### src/rtl/regs_pkg.sv
// ---------------------------------------------------------------------------
// regs_pkg
// Shared constants and types for the register-file write-back path.
//   DATA_W : width of a register value
//   ADDR_W : width of a register index
//   NREG   : number of architectural registers
//   req_e  : identifies a write-back requester (ALU = REQ_A, load = REQ_B)
// ---------------------------------------------------------------------------
package regs_pkg;

   localparam int DATA_W = 32;
   localparam int ADDR_W = 5;
   localparam int NREG   = 2 ** ADDR_W;

   typedef enum logic {
      REQ_A = 1'b0,
      REQ_B = 1'b1
   } req_e;

endpackage

### src/rtl/rr_arb2.sv
// ---------------------------------------------------------------------------
// rr_arb2
// Two-way round-robin arbiter, purely combinational.
//   req[1:0] : request lines, bit 0 = requester A, bit 1 = requester B
//   last     : requester that won the most recent accepted transfer
//   gnt[1:0] : one-hot (or zero) grant, same bit order as req
// ---------------------------------------------------------------------------
module rr_arb2
   import regs_pkg::*;
(
   input  logic [1:0] req,
   input  req_e       last,
   output logic [1:0] gnt
);

   // A lone request is granted directly; on a tie the requester that did
   // not win last time goes first, which gives strict alternation under
   // continuous contention.
   always_comb begin
      gnt = req;
      if (req == 2'b11) begin
         gnt = (last == REQ_B) ? 2'b01 : 2'b10;
      end
   end

endmodule

### src/rtl/regs_wb_arbiter.sv
// ---------------------------------------------------------------------------
// regs_wb_arbiter
// Shares the register file's single write port between the ALU (A) and the
// load unit (B), and tracks which registers still have a write-back pending.
//   clk, rst                 : clock, asynchronous active-high reset
//   a_valid/a_ready/a_reg/a_data : ALU write-back handshake
//   b_valid/b_ready/b_reg/b_data : load-unit write-back handshake
//   sb_set_en, sb_set_reg    : issue marks a destination register busy
//   rs1, rs2 / rs1_busy, rs2_busy : combinational busy queries
//   write_en/write_reg/write_data : registered write port into the regfile
//   wb_count                 : saturating count of non-r0 writes committed
// ---------------------------------------------------------------------------
module regs_wb_arbiter
   import regs_pkg::*;
(
   input  logic              clk,
   input  logic              rst,
   input  logic              a_valid,
   output logic              a_ready,
   input  logic [ADDR_W-1:0] a_reg,
   input  logic [DATA_W-1:0] a_data,
   input  logic              b_valid,
   output logic              b_ready,
   input  logic [ADDR_W-1:0] b_reg,
   input  logic [DATA_W-1:0] b_data,
   input  logic              sb_set_en,
   input  logic [ADDR_W-1:0] sb_set_reg,
   input  logic [ADDR_W-1:0] rs1,
   input  logic [ADDR_W-1:0] rs2,
   output logic              rs1_busy,
   output logic              rs2_busy,
   output logic              write_en,
   output logic [ADDR_W-1:0] write_reg,
   output logic [DATA_W-1:0] write_data,
   output logic [31:0]       wb_count
);

   logic [1:0]        req;
   logic [1:0]        gnt;
   req_e              last;
   logic              grant_b;
   logic              accept;
   logic              accept_nz;
   logic [ADDR_W-1:0] sel_reg;
   logic [DATA_W-1:0] sel_data;
   logic [NREG-1:0]   busy;
   logic [NREG-1:0]   busy_next;
   logic [31:0]       count_q;

   assign req = {b_valid, a_valid};

   rr_arb2 u_arb (
      .req  (req),
      .last (last),
      .gnt  (gnt)
   );

   // Ready is suppressed while reset is held so nothing is accepted then.
   assign a_ready   = gnt[0] & ~rst;
   assign b_ready   = gnt[1] & ~rst;
   assign grant_b   = b_ready;
   assign accept    = (a_valid & a_ready) | (b_valid & b_ready);
   assign sel_reg   = grant_b ? b_reg  : a_reg;
   assign sel_data  = grant_b ? b_data : a_data;
   assign accept_nz = accept && (sel_reg != '0);

   // Next busy vector: the accepted write clears its bit first, then a new
   // issue sets its bit, so a newer producer for the same register keeps it
   // busy. Register 0 can never be busy.
   always_comb begin
      busy_next = busy;
      if (accept_nz) begin
         busy_next[sel_reg] = 1'b0;
      end
      if (sb_set_en) begin
         busy_next[sb_set_reg] = 1'b1;
      end
      busy_next[0] = 1'b0;
   end

   assign rs1_busy = busy[rs1];
   assign rs2_busy = busy[rs2];
   assign wb_count = count_q;

   // Write port register, round-robin pointer, scoreboard and counter.
   // Writes to r0 are accepted but leave write_en low and are not counted;
   // with no accept the write index/data simply hold.
   always_ff @(posedge clk or posedge rst) begin
      if (rst) begin
         write_en   <= 1'b0;
         write_reg  <= '0;
         write_data <= '0;
         last       <= REQ_B;
         busy       <= '0;
         count_q    <= '0;
      end else begin
         busy     <= busy_next;
         write_en <= accept_nz;
         if (accept) begin
            write_reg  <= sel_reg;
            write_data <= sel_data;
            last       <= grant_b ? REQ_B : REQ_A;
         end
         if (accept_nz && (count_q != 32'hFFFF_FFFF)) begin
            count_q <= count_q + 32'd1;
         end
      end
   end

endmodule

### config.mk
export PLATFORM = sky130hd
export DESIGN_NAME = regs_wb_arbiter
export DESIGN_NICKNAME = d
export VERILOG_FILES = /design/src/rtl/regs_pkg.sv /design/src/rtl/rr_arb2.sv /design/src/rtl/regs_wb_arbiter.sv
export SDC_FILE = /design/constraint.sdc
export NUM_CORES = 1
export LEC_CHECK = 0
export ABC_CLOCK_PERIOD_IN_PS = 13200
export CAP_MARGIN = 20
export CORE_UTILIZATION = 52
export CTS_BUF_LIST = sky130_fd_sc_hd__clkbuf_8
export CTS_CLUSTER_DIAMETER = 200
export DETAILED_ROUTE_END_ITERATION = 10
export GPL_TIMING_DRIVEN = 0
export MAX_ROUTING_LAYER = met4
export PLACE_DENSITY = 0.88
export SETUP_SLACK_MARGIN = 0.4
export SLEW_MARGIN = 20
export SYNTH_ARGS = -nofsm -noshare
export SYNTH_HDL_FRONTEND = slang
export SYNTH_SLANG_ARGS = --single-unit
### constraint.sdc
create_clock -name clk -period 13.2 [get_ports clk]
set_input_delay 1.98 -clock clk [delete_from_list [all_inputs] [get_ports clk]]
set_output_delay 1.98 -clock clk [all_outputs]
set_load 0.01 [all_outputs]
# == Word level (Yosys, flattened, before mapping) ==
# Index checks and enable logic that the tools add are counted.
# Widths: inputs -> output; s select.
# classes
n_addsub,1
n_lt_le_gt_ge,6
n_eq_ne,2
mux,15
n_bitwise,9
reduce_logical,5
# op_table
cell,n
$mux 32,3
$add 32x1->32 const B,1
$and 32x32->32,1
$ne 32x32->1 const B,1
$not 32->32,1
$or 32x32->32,1
$lt 5x6->1 const B,4
$bmux 1 s5,2
$demux 1 s5,2
$ge 5x1->1 const B,2
$mux 1,5
$mux 5,1
$reduce_bool 5->1,1
$and 1x1->1,4
$logic_and 1x1->1,4
$mux 2,2
$eq 2x2->1 const B,1
$not 1->1,1
$or 1x1->1,1
# word_totals
ff_bits,102
inputBits,94
output_inout_bits,74
elab_cells,44

# == Longest topological paths before layout ==
# depth
ltp_word,13
ltp_mapped,7
depth_no_buf,6

# == Modules after synthesis ==
# Synthesis repeated with hierarchy kept, for this count alone.
# hier_totals
cells_unflattened,570
area_unflattened_um2,5469.0
# modules_own_cells
mod,instances,cells_per_inst,area_each_um2,seq_area_each_um2
regs_wb_arbiter,1,567,5450.2,2553.7
rr_arb2,1,3,18.8,0.0

# == Least setup slack after synthesis ==
# OpenSTA, ideal clock, no wires.
# synth_timing
path_kind,input to output
startpoint,input rst
endpoint,output a_ready
arrival_ps,5270
required_time_ps,11220
setup_slack_ps,5950
cell_stages,4
cell_sequence,inv_1 -> o21ai_0 -> clkbuf_1 -> nor2_1
# synth_via
elab_chain_len,2
# synth_lines
item,line_no,source
"start, declared",regs_wb_arbiter.sv:17,"input logic rst,"
$not 1->1,regs_wb_arbiter.sv:59,assign a_ready = gnt[0] & ~rst;
$and 1x1->1,regs_wb_arbiter.sv:59,
"end, declared",regs_wb_arbiter.sv:19,"output logic a_ready,"
# No other way between the ends.

# == Worst setup path in the final report ==
# layout_timing
startpoint,input rs2[0]
endpoint,output rs2_busy
# layout_via
elab_chain_len,2
# layout_lines
item,line_no,source
"start, declared",regs_wb_arbiter.sv:29,"input logic [ADDR_W-1:0] rs2,"
$bmux 1 s5,regs_wb_arbiter.sv:82,assign rs2_busy = busy[rs2];
$mux 1 (not written as such),regs_wb_arbiter.sv:82,
"end, declared",regs_wb_arbiter.sv:31,"output logic rs2_busy,"
# No other way between the ends. The select of a mux whose other input is x is not followed.

==> results.json <==
{
  "run_status": "finished, final reports clean",
  "switch_share_pct": 31.4,
  "endpoint_kind": "primary output",
  "crit-reg2reg-capture": "wb_count[10]$_DFFE_PP0P_",
  "internal_power_uw": 589,
  "cellPowerDensity_nw_per_um2": 117,
  "fp-row-count": 36,
  "number_of_flops_mapped_to_enable_cells_by_yosys": 0,
  "setup.worst_path.start_class": "input pin",
  "finalHoldViolCount": 0,
  "cts_setup_buffers": 0,
  "portion_of_the_post_synthesis_area_used_by_sequential_elements_pct": 47.6,
  "dp_hpwl_um": 11400,
  "worstPathArrival_ns": 4.41,
  "numPortBuffers": 160,
  "synth_nets": 641,
  "n_diodes": 0,
  "pin_count_of_the_biggest_net_entering_global_routing": 60,
  "worst_hold_startpoint": "last$_DFFE_PP1P_",
  "cp_cell_sequence": "clkbuf_1, mux4_2, mux4_2, mux2_2, clkdlybuf4s50_1",
  "bufs_on_longest_clock_path": 2,
  "cp_data_required_time_ns": 11.22,
  "critPathMaxFanout": 9,
  "period_share_pct": 48.4,
  "final_tns_setup_ns": 0,
  "remaining_drc_errors": 0,
  "grt_antenna_before_repair": 0,
  "vias_in_the_first_global_route": 5007,
  "die_h_um": 104,
  "rsz_0062_raised_after_global_routing": "no",
  "power_leakage_uw": 0.00297,
  "cts_root_buf": "sky130_fd_sc_hd__clkbuf_8",
  "route.antenna.remaining_nets": 0,
  "timing.critical_path.slowest_stage_cell": "sky130_fd_sc_hd__mux4_2",
  "ys_dominant_reg_cell": "sky130_fd_sc_hd__dfrtp_1",
  "cts-htree-levels": 3,
  "clkSlewWorstSetupHoldPaths_ns": 0.09,
  "drive_above_1_share_pct": 8.16,
  "route.detailed.wl_per_inst_um": 18.2,
  "ys_warn_count": 0,
  "holdPathEnd": "last$_DFFE_PP1P_",
  "min_delay_path_depth": 2,
  "first_pass_grt_wire_length_um": 25400,
  "clock_latency_ns": 0.37,
  "power.share.clock_pct": 21.8,
  "syn_to_final_growth_pct": 37.1,
  "max_freq_ghz": 0.156,
  "synth_cell_type_count": 46,
  "post_dp_cell_area_um2": 7160,
  "ys_top_cells_by_area": "sky130_fd_sc_hd__dfrtp_1 (47%), sky130_fd_sc_hd__mux4_2 (7.6%), sky130_fd_sc_hd__nand2_1 (6.4%)",
  "critical_path.reg2reg.startpoint": "wb_count[0]$_DFFE_PP0P_",
  "pwr-share-seq_pct": 48.0,
  "avgSynthCellArea_um2": 9.82,
  "slack_of_the_worst_reg_to_reg_path_ns": 10.80,
  "post_cts_sizing_count": 0,
  "post_synth_top_cells": "sky130_fd_sc_hd__dfrtp_1 (101), sky130_fd_sc_hd__nand2_1 (92), sky130_fd_sc_hd__nor2_1 (48)",
  "total_wirelength_um": 15600,
  "yosys.area.top_type_share_pct": 47.1,
  "drtPass1Iterations": 6,
  "final_area_um2": 7350,
  "irDropWorstVdd_v": 0.000107,
  "pre_cts_setup_slack_ns": 6.81,
  "setup_violations": 0,
  "drt-vias-per-instance": 5.99,
  "synth_area_um2": 5360,
  "gp_congestion": 0.929,
  "detailedRoute.firstIterationViolations": 476,
  "die-area_um2": 10700,
  "timing.reg2reg.worst_path_depth": 7,
  "ys_async_sr_fraction_pct": 100,
  "timing_max_transition_violations_final": 0,
  "path_class": "input pin to primary output",
  "clock_sink_count": 102,
  "core_area_um2": 9860,
  "design.portCount": 168,
  "tritoncts": "yes",
  "cts_hold_buffers": 0,
  "tritoncts_buffer_count": 9,
  "cell_count_after_synthesis": 546,
  "tightest_pin_transition_ns": 0.901,
  "maxCapViolCount": 0,
  "power_switching_uw": 270,
  "postSynthRegisterBits": 102,
  "gr-total-overflow": 0,
  "power.share.combinational_pct": 30.1,
  "clock_skew_ns": 0.0142,
  "die_w_um": 104,
  "cp_common_cell": "sky130_fd_sc_hd__mux4_2",
  "most_area_hungry_cell_type_in_the_yosys_netlist": "sky130_fd_sc_hd__dfrtp_1",
  "grt_overall_usage_pct": 30.5,
  "layout_min_cycle_time_ns": 6.39,
  "hold_class": "register to register",
  "slowest_delay_ns": 0.63,
  "setup_ws_ns": 6.81,
  "post-synth-top-count-cell": "sky130_fd_sc_hd__dfrtp_1",
  "vias": 5130,
  "initial_util_pct": 54.4,
  "nets": 813,
  "slew_headroom_pct": 39.6,
  "p_total_uw": 860
}
[layer usage]
metal	wire [um]	track usage, %
met1	6280	38.2
met2	7670	49.9
met3	1290	5.98
met4	379	10.6
met5	0	-
[critical path, delay by kind of cell]
family                 cells  cell delay [ns]
muxes                      3             1.41
buffers and inverters      2             1.01
[layout make-up]
cell class	count	area [um2]
timing repair buffer	161	1630
tap	133	166
clock buffer	11	151
clock inverter	5	35.0
inverter	9	38.8
sequential	102	2550
buffer	30	123
fill	675	2520
multi-input combinational	405	2650
[worst max-delay path by stage]
stage,startpoint,end,slack [ns]
6_report,rs2[0],rs2_busy,6.81
5_1_grt,rs1[0],rs1_busy,6.70
4_1_cts,rs2[0],rs2_busy,6.81
3_5_place_dp,rs2[0],rs2_busy,6.81
3_3_place_gp,rst,a_ready,3.68
2_1_floorplan,rst,a_ready,5.95
[cell families after synthesis]
logic type	Yosys count	share of synthesized area, %
buf+inv	39	2.92
fa+ha+maj	1	0.233
mux	29	9.80
flops	102	47.6
xor+xnor	30	4.90
simple gates	230	21.2
compound gates	115	13.3
[metrics by stage]
step | hold slack [ns] | std cells | util (%)
finish | 0.469 | 856 | 74.5
global route | 0.499 | 856 | 74.5
CTS | 0.472 | 856 | 74.5
detailed placement | 0.457 | 840 | 72.6
global placement | 0.456 | 839 | 72.3
floorplan | 0.444 | 546 | -
[cell usage in the layout (no fill, tap or decap), types with 18 or more instances in the layout]
| master | netlist | routed |
|---|---|---|
| sky130_fd_sc_hd__mux4_2 | 18 | 18 |
| sky130_fd_sc_hd__xor2_1 | 26 | 26 |
| sky130_fd_sc_hd__nor3_1 | 19 | 19 |
| sky130_fd_sc_hd__a31oi_1 | 36 | 36 |
| sky130_fd_sc_hd__o21ai_0 | 37 | 37 |
| sky130_fd_sc_hd__o31ai_1 | 29 | 29 |
| sky130_fd_sc_hd__nor2_1 | 48 | 48 |
| sky130_fd_sc_hd__clkdlybuf4s50_1 | 0 | 160 |
| sky130_fd_sc_hd__nand2_1 | 92 | 92 |
| sky130_fd_sc_hd__dfrtp_1 | 101 | 101 |
| sky130_fd_sc_hd__clkbuf_1 | 24 | 24 |
[power groups by stage]
stage          Clock, uW  Combinational, uW  Sequential, uW
4_1_cts              190                258             411
3_3_place_gp           0                245             412
2_1_floorplan          0                120             420
3_5_place_dp           0                257             417
5_1_grt              202                279             419
6_report             188                259             413
Power figures use the tool's default switching activity.
